File: src/rtl/sub_borrow_64bit_pipe.sv
// sub_borrow_64bit_pipe
// Pipelined 64-bit subtractor: Diff = A - B - Bin (mod 2^64), Borrow = borrow-out.
// An input register (p0) captures the operands. Four slice stages (p1..p4) each
// subtract 16 bits and ripple the borrow forward, so a result appears four edges
// after the operands were captured. A single global advance moves every stage
// together, so bubbles are kept rather than collapsed.
// Optional feature macro: SUB_FLAGS_EN adds the registered Zero and Overflow flags.
`timescale 1ns/1ps
module sub_borrow_64bit_pipe (
   input  logic        clk,
   input  logic        rst_n,
   input  logic        in_valid,
   output logic        in_ready,
   input  logic [63:0] A,
   input  logic [63:0] B,
   input  logic        Bin,
   output logic        out_valid,
   input  logic        out_ready,
   output logic [63:0] Diff,
   output logic        Borrow
`ifdef SUB_FLAGS_EN
   ,
   output logic        Zero,
   output logic        Overflow
`endif
);

   // 17-bit slice subtract; bit 16 of the result is the slice borrow-out.
   function automatic logic [16:0] sub_slice(input logic [15:0] a,
                                             input logic [15:0] b,
                                             input logic        bin);
      return {1'b0, a} - {1'b0, b} - {16'd0, bin};
   endfunction

   logic        adv;

   logic        vld_p0_q, vld_p1_q, vld_p2_q, vld_p3_q, vld_p4_q;

   logic [63:0] a_p0_q, b_p0_q;
   logic        bin_p0_q;

   logic [15:0] diff_p1_q;
   logic [47:0] a_p1_q, b_p1_q;
   logic        brw_p1_q;

   logic [31:0] diff_p2_q;
   logic [31:0] a_p2_q, b_p2_q;
   logic        brw_p2_q;

   logic [47:0] diff_p3_q;
   logic [15:0] a_p3_q, b_p3_q;
   logic        brw_p3_q;

   logic [63:0] diff_p4_q;
   logic        brw_p4_q;

   logic [16:0] s0_d, s1_d, s2_d, s3_d;
   logic [63:0] diff_p4_d;

   // Every stage moves when the output slot is empty or being drained.
   assign adv      = !vld_p4_q || out_ready;
   assign in_ready = adv;

   assign s0_d      = sub_slice(a_p0_q[15:0], b_p0_q[15:0], bin_p0_q);
   assign s1_d      = sub_slice(a_p1_q[15:0], b_p1_q[15:0], brw_p1_q);
   assign s2_d      = sub_slice(a_p2_q[15:0], b_p2_q[15:0], brw_p2_q);
   assign s3_d      = sub_slice(a_p3_q, b_p3_q, brw_p3_q);
   assign diff_p4_d = {s3_d[15:0], diff_p3_q};

   assign out_valid = vld_p4_q;
   assign Diff      = diff_p4_q;
   assign Borrow    = brw_p4_q;

   // Valid chain: cleared by reset so in-flight operations are discarded.
   always_ff @(posedge clk or negedge rst_n) begin
      if (!rst_n) begin
         vld_p0_q <= 1'b0;
         vld_p1_q <= 1'b0;
         vld_p2_q <= 1'b0;
         vld_p3_q <= 1'b0;
         vld_p4_q <= 1'b0;
      end else if (adv) begin
         vld_p0_q <= in_valid;
         vld_p1_q <= vld_p0_q;
         vld_p2_q <= vld_p1_q;
         vld_p3_q <= vld_p2_q;
         vld_p4_q <= vld_p3_q;
      end
   end

   // Internal data stages: no reset, their meaning is gated by the valid chain.
   always_ff @(posedge clk) begin
      if (adv) begin
         // p0: raw operands
         a_p0_q    <= A;
         b_p0_q    <= B;
         bin_p0_q  <= Bin;
         // p1: slice 0 done, upper 48 bits pending
         diff_p1_q <= s0_d[15:0];
         a_p1_q    <= a_p0_q[63:16];
         b_p1_q    <= b_p0_q[63:16];
         brw_p1_q  <= s0_d[16];
         // p2: slices 0..1 done
         diff_p2_q <= {s1_d[15:0], diff_p1_q};
         a_p2_q    <= a_p1_q[47:16];
         b_p2_q    <= b_p1_q[47:16];
         brw_p2_q  <= s1_d[16];
         // p3: slices 0..2 done, top slice (with sign bits) pending
         diff_p3_q <= {s2_d[15:0], diff_p2_q};
         a_p3_q    <= a_p2_q[31:16];
         b_p3_q    <= b_p2_q[31:16];
         brw_p3_q  <= s2_d[16];
      end
   end

   // Output stage: reset to zero, held while the consumer stalls.
   always_ff @(posedge clk or negedge rst_n) begin
      if (!rst_n) begin
         diff_p4_q <= 64'd0;
         brw_p4_q  <= 1'b0;
      end else if (adv) begin
         diff_p4_q <= diff_p4_d;
         brw_p4_q  <= s3_d[16];
      end
   end

`ifdef SUB_FLAGS_EN
   logic zero_p4_q, ovf_p4_q;
   logic zero_d, ovf_d;

   assign zero_d   = (diff_p4_d == 64'd0);
   assign ovf_d    = (a_p3_q[15] != b_p3_q[15]) && (s3_d[15] != a_p3_q[15]);
   assign Zero     = zero_p4_q;
   assign Overflow = ovf_p4_q;

   // Flags registered alongside Diff, from the final difference and operand signs.
   always_ff @(posedge clk or negedge rst_n) begin
      if (!rst_n) begin
         zero_p4_q <= 1'b0;
         ovf_p4_q  <= 1'b0;
      end else if (adv) begin
         zero_p4_q <= zero_d;
         ovf_p4_q  <= ovf_d;
      end
   end
`endif

endmodule

File: config.mk
export PLATFORM = sky130hd
export DESIGN_NAME = sub_borrow_64bit_pipe
export DESIGN_NICKNAME = d
export VERILOG_FILES = /design/src/rtl/sub_borrow_64bit_pipe.sv
export SDC_FILE = /design/constraint.sdc
export NUM_CORES = 1
export LEC_CHECK = 0
export BUFFER_PORTS_ARGS = -buffer_cell sky130_fd_sc_hd__buf_2
export CAP_MARGIN = 30
export CORE_MARGIN = 5
export CORE_UTILIZATION = 49
export DETAILED_ROUTE_END_ITERATION = 8
export PLACE_DENSITY = 0.68
export SLEW_MARGIN = 0
export SYNTH_ARGS = -nofsm -noshare
export SYNTH_HDL_FRONTEND = slang
export SYNTH_SLANG_ARGS = --single-unit
File: constraint.sdc
create_clock -name clk -period 15.6 [get_ports clk]
set_input_delay 0 -clock clk [delete_from_list [all_inputs] [get_ports clk]]
set_output_delay 0 -clock clk [all_outputs]
set_load 0.005 [all_outputs]
==> results of run 1 <==
critical path: cells and delay by family (launching register included):
family,cells,cell delay (ns)
buf+inv,4,2.25
simple gates,1,0.15
flops,1,0.38
layer usage:
metal / track usage, % / share of wire (%)
met4: 4.58 / 2.6
met3: 3.90 / 5.4
met5: 0 / 0
met2: 25.8 / 49
met1: 19.9 / 43
where the power goes:
| group | internal [mW] | total (mW) | switching (mW) |
|---|---|---|---|
| registers | 2.09 | 2.24 | 0.156 |
| logic | 0.776 | 1.85 | 1.07 |
| clock network | 0.710 | 1.20 | 0.493 |
| total | 3.57 | 5.30 | 1.72 |
cell families (layout without fill, tap and decap cells):
family	after synthesis	after routing
AO/OA/AOI/OAI	159	159
AND/OR/NAND/NOR	298	298
multiplexers	2	2
flip-flops	490	490
buffers and inverters	213	626
XOR/XNOR	58	58
adder cells (fa/ha/maj)	128	128
placed cells by master, fill, tap and decap left out, types with 5 or more instances in the layout:
| master | count |
|---|---|
| xor2_1 | 30 |
| o21ai_1 | 5 |
| nand3_1 | 10 |
| ha_1 | 120 |
| clkbuf_16 | 50 |
| nor2_1 | 38 |
| nand4_1 | 6 |
| clkinv_2 | 10 |
| dlygate4sd3_1 | 132 |
| edfxtp_1 | 420 |
| clkinv_1 | 8 |
| dfrtp_1 | 70 |
| buf_2 | 198 |
| bufinv_16 | 7 |
| o21ai_0 | 27 |
| nor3_1 | 9 |
| a21oi_1 | 47 |
| xnor2_1 | 28 |
| o211ai_1 | 6 |
| a21o_1 | 13 |
| o21bai_1 | 7 |
| a31oi_1 | 9 |
| o21a_1 | 9 |
| inv_1 | 190 |
| buf_4 | 6 |
| nand2_1 | 200 |
| nand2b_1 | 9 |
| clkbuf_1 | 8 |
| fa_1 | 8 |
cells in the mapped netlist (3+ instances only):
library cell / number / area (µm²)
edfxtp_1: 420 / 12600
nand2_1: 200 / 751
inv_1: 190 / 713
ha_1: 120 / 1500
dfrtp_1: 70 / 1750
a21oi_1: 47 / 235
nor2_1: 38 / 143
xor2_1: 30 / 263
xnor2_1: 28 / 245
o21ai_0: 27 / 135
clkbuf_1: 18 / 67.6
a21o_1: 13 / 97.6
nand3_1: 10 / 50.1
a31oi_1: 9 / 56.3
nand2b_1: 9 / 56.3
nor3_1: 9 / 45.0
o21a_1: 9 / 67.6
fa_1: 8 / 160
o21bai_1: 7 / 52.6
nand4_1: 6 / 37.5
o211ai_1: 6 / 45.0
o21ai_1: 5 / 25.0
a211oi_1: 4 / 30.0
a21boi_0: 4 / 30.0
nor3b_1: 4 / 30.0
a41oi_1: 3 / 26.3
buf_2: 3 / 15.0
nor2b_1: 3 / 18.8
o22ai_1: 3 / 18.8
worst paths after layout:
path | from | endpoint | depth (start not counted)
setup reg to reg | out_valid | a_p1_q[20] | 5
max in group asynchronous | rst_n | Diff[23] | 4
hold / removal | B[5] | b_p0_q[5] | 2
setup / recovery | out_valid | a_p1_q[20] | 5
hold reg to reg | b_p0_q[40] | b_p1_q[24] | 0
min in group asynchronous | rst_n | Diff[15] | 4
sequential cells by signal, summed over array words and instances (netlist names), 16 cells and up:
register and count:
Diff 64, a_p0_q 64, b_p0_q 64, a_p1_q 48
b_p1_q 48, diff_p3_q 48, a_p2_q 32, b_p2_q 32
diff_p2_q 32, a_p3_q 16, b_p3_q 16, diff_p1_q 16
area by class of cell:
class,instances,share of cell area [%]
clock inverters,36,1.60
well taps,525,2.69
flip-flops and latches,490,58.7
inverters,191,2.96
clock buffers,58,5.24
repair buffers,341,10.2
multi-input cells,645,18.6
timing repair:
| item | 4_1_cts | 5_1_grt |
|---|---|---|
| endpoints found under the hold margin | 200 | 0 |
| hold buffers | 133 | 0 |
| gates resized for setup | 0 | 0 |
per-stage QoR:
step / instance area (µm²) / power (mW) / hold slack (ns)
floorplan: 19700 / 3.73 / -0.296
global placement: 21300 / 4.04 / 0.176
detailed placement: 21400 / 4.10 / -0.0355
CTS: 24500 / 5.35 / 0.0584
global route: 24500 / 5.70 / 0.0855
finish: 24500 / 5.30 / 0.117
==> flow_metrics.tcl, run 1 <==
set metrics [dict create \
    run_status "complete, no violations" \
    post-cts-setup-buffer-count 0 \
    synth_top_family_by_area "adder cells" \
    start_util_pct 49.6 \
    num_vias 10940 \
    cp-start-kind "flip-flop" \
    nets 1980 \
    clockRootBuffer "clkbuf_16" \
    critPathCaptureType "flip-flop" \
    die-area_um2 44300 \
    detail_route.wl_per_cell_um 14.6 \
    final_util_pct 61.6 \
    syn_to_final_growth_pct 24.1 \
    relSlewSlack_pct 37.0 \
    instances_no_fill 2286 \
    numCtsBuffers 50 \
    cts_tree "built" \
    max_stage_delay_ns 0.82 \
    hpwlAfterDp_mm 20.7 \
    slew_violations 0 \
    synth_cell_types 63 \
    dp_slack_ns 12.29 \
    gr-usage-all-layers_pct 15.3 \
    overflow 0 \
    grt_max_degree 151 \
    avgSynthCellArea_um2 14.6 \
    tightest_slew_ns 0.945 \
    tns_ns 0 \
    min_path_type "in2reg" \
    ff2ff_setup_slack_ns 12.36 \
    detail-route-antenna-nets 0 \
    finalHoldViolCount 0 \
    clkSlewWorstSetupHoldPaths_ns 0.06 \
    maxCapViolCount 0 \
    clk-insertion-delay-late_ns 0.59 \
    ys_warn_count 0 \
    path_cells "nor2b_4, inv_8, buf_4, buf_4, buf_16" \
    rsz0062_at_grt "false" \
    yosysSeqAreaShare_pct 72.9 \
    clockBufferDepth 3 \
    die_w_um 211 \
    synth_edf_count 420 \
    critPathMostFrequentCell "buf_4" \
    route.detailed.drc 0 \
    ys_ff_latch 490 \
    synth.cell_area_um2 19700 \
    p_per_area_nw_per_um2 217 \
    setup_violations 0 \
    synthXorXnorAreaFrac_pct 2.58 \
    fin_ws_ns 12.36 \
    io_pins 200 \
    drive_above_1_share_pct 17.2 \
    multiInputGateArea_um2 4550 \
    synth_mux_area_share_pct 0.102 \
    antenna_found_initial 0 \
    routed_wirelength_mm 33.3 \
    syn-num-nets 1609 \
    via_per_inst 4.79 \
    place_inst 2059 \
    synth_flop_cell "edfxtp_1" \
    num_rows 73 \
    vdd_drop_max_mv 0.156 \
    first_iter_violations 612 \
    max_clock_freq_mhz 309 \
    fillCellCount 2992 \
    grt_pass1_vias 11126 \
    cts_sinks 490 \
    post-route-period-util_pct 20.8 \
    cp.required_ns 15.84 \
    min_period_ns 3.24 \
    synth_async_sr_flop_share_pct 14.3 \
    syn_inst 1348 \
    regArea_um2 14400 \
    grt_pass1_wl_mm 55.4 \
    leakagePower_nw 10.5 \
    crit_slowest_cell "buf_4" \
    drt-pass1-iter-count 5 \
    h-tree-depth 2 \
    chipHeight_um 211 \
    antenna_cells 0 \
    worstSetupPathType "reg2reg" \
    synth_fa_ha_area_share_pct 8.43 \
    clock_skew_ns 0.0278 \
    gp_congestion 0.869 \
    synth_compound_area_share_pct 5.42 \
    cp_max_fo 150 \
    port_buffers 199 \
    yosys.area_share.simple_pct 6.53 \
    critPathArrivalTime_ns 3.47 \
    fp.coreArea_um2 39700 \
]
Power figures use the tool's default switching activity.
==> run 2, diff against run 1 <==
clock period = 3.05 ns   (was 15.6 ns; I/O delays follow)
==> run 2 against run 1 <==
Effect of this change: clock skew is 0.015 ns lower; largest power group unchanged; final area is 0.10% higher; critical endpoint is now diff_p2_q[28]; setup slack worse by 12 ns; non-clock buffer count is 2 higher; clock power grew to 5.2 times the previous value; register-to-register slack worse by 12 ns; cell count is 0.17% higher.
==> flow_metrics.tcl, run 2 (synthesis results as in run 1) <==
set metrics [dict create \
    gp_congestion 0.874 \
    chipHeight_um 211 \
    whs_ns 0.120 \
    die-area_um2 44300 \
    start_util_pct 49.6 \
    grt_pass1_wl_mm 56.5 \
    cts_sinks 490 \
    post-route-period-util_pct 92.2 \
    rsz0062_at_grt "false" \
    overflow 0 \
    num_vias 11035 \
    vdd_drop_max_mv 0.524 \
    final_common_cell "edfxtp_1" \
    detail_route.wl_per_cell_um 14.8 \
    numCtsBuffers 51 \
    port_buffers 199 \
    gr-usage-all-layers_pct 15.6 \
    clock_skew_ns 0.0131 \
    leakagePower_nw 10.5 \
    maxCapViolCount 0 \
    critPathCaptureType "flip-flop" \
    die_w_um 211 \
    fp.coreArea_um2 39700 \
    num_rows 73 \
    h-tree-depth 2 \
    io_pins 200 \
    post-cts-setup-buffer-count 0 \
    relSlewSlack_pct 38.7 \
    route.detailed.drc 0 \
    detail-route-antenna-nets 0 \
    min_path_type "in2reg" \
    via_per_inst 4.82 \
    layout_common_cells "edfxtp_1 (420), nand2_1 (200), buf_2 (198), inv_1 (190), dlygate4sd3_1 (133)" \
    cts_tree "built" \
    run_status "complete, no violations" \
    p_per_area_nw_per_um2 1110 \
    clockBufferDepth 3 \
    clkSlewWorstSetupHoldPaths_ns 0.06 \
    setup_violations 0 \
    tightest_slew_ns 0.916 \
    drive_above_1_share_pct 17.1 \
    nets 1983 \
    routed_wirelength_mm 33.9 \
    clk-insertion-delay-late_ns 0.58 \
    clockRootBuffer "clkbuf_16" \
    first_iter_violations 665 \
    slew_violations 0 \
    min_period_ns 2.81 \
    syn_to_final_growth_pct 24.2 \
    hpwlAfterDp_mm 21.2 \
    max_clock_freq_mhz 356 \
    worstSetupPathType "reg2reg" \
    cp-start-kind "flip-flop" \
    antenna_found_initial 3 \
    drt-pass1-iter-count 5 \
    finalHoldViolCount 0 \
    grt_max_degree 85 \
    cp.required_ns 3.37 \
    cp_max_fo 3 \
    tns_ns 0 \
    grt_pass1_vias 11545 \
    critPathArrivalTime_ns 3.13 \
]
[run 2: stage by stage]
step                      std cells  util, %  setup WS (ns)  power [mW]  instance area, µm²
after detailed placement       2061     54.0          0.218        21.1               21400
after floorplan                1348        -          0.293        18.4               19700
after CTS                      2289     61.6          0.209        27.5               24500
after global routing           2290     61.6         0.0651        29.3               24500
after global placement         2060     53.9          0.256        20.8               21400
final                          2290     61.6          0.238        27.3               24500
[run 2: power breakdown]
part / switching [mW] / internal, mW / total (mW)
clock: 2.46 / 3.74 / 6.20
combinational: 5.58 / 3.98 / 9.56
sequential: 0.814 / 10.7 / 11.5
[run 2: area by class of cell]
class                      count  area, µm²
clock inverter                38        402
tap                          525        657
clock buffer                  57       1300
sequential                   490      14400
fill                        2999      15200
antenna                        1       2.50
multi-input combinational    645       4550
timing repair buffer         343       2480
inverter                     191        724
[run 2: path summary, 6_finish.rpt]
check	from	to	slack [ns]	cells past startpoint
worst max register to register	a_p1_q[0]	diff_p2_q[28]	0.24	8
max in group asynchronous	rst_n	Diff[4]	1.24	4
worst max-delay path	a_p1_q[0]	diff_p2_q[28]	0.24	8
worst min-delay path	out_ready	Diff[58]	0.12	4
min in group asynchronous	rst_n	Diff[43]	0.51	4
worst min register to register	b_p0_q[44]	b_p1_q[28]	0.41	0
[run 2: routing by layer]
metal / up-vias / routed length, µm / GRT usage [%]
li1: 5484 / - / -
met1: 5230 / 14100 / 19.4
met2: 227 / 16900 / 26.7
met3: 90 / 1610 / 3.21
met4: 4 / 1270 / 6.75
met5: - / 27 / 0
[run 2: repair_timing]
action	CTS	global route
hold buffers	133	0
setup endpoints to repair	0	0
resized for setup	0	0
endpoints found under the hold margin	200	0
[run 2: worst max-delay path: stages, from the launching register on]
cell and delay [ns]:
edfxtp_1 0.39, fa_1 0.47, fa_1 0.42, nand2b_4 0.17, a2111oi_4 0.39, o31ai_1 0.19
a31oi_1 0.27, o21ai_1 0.10, xor2_1 0.15
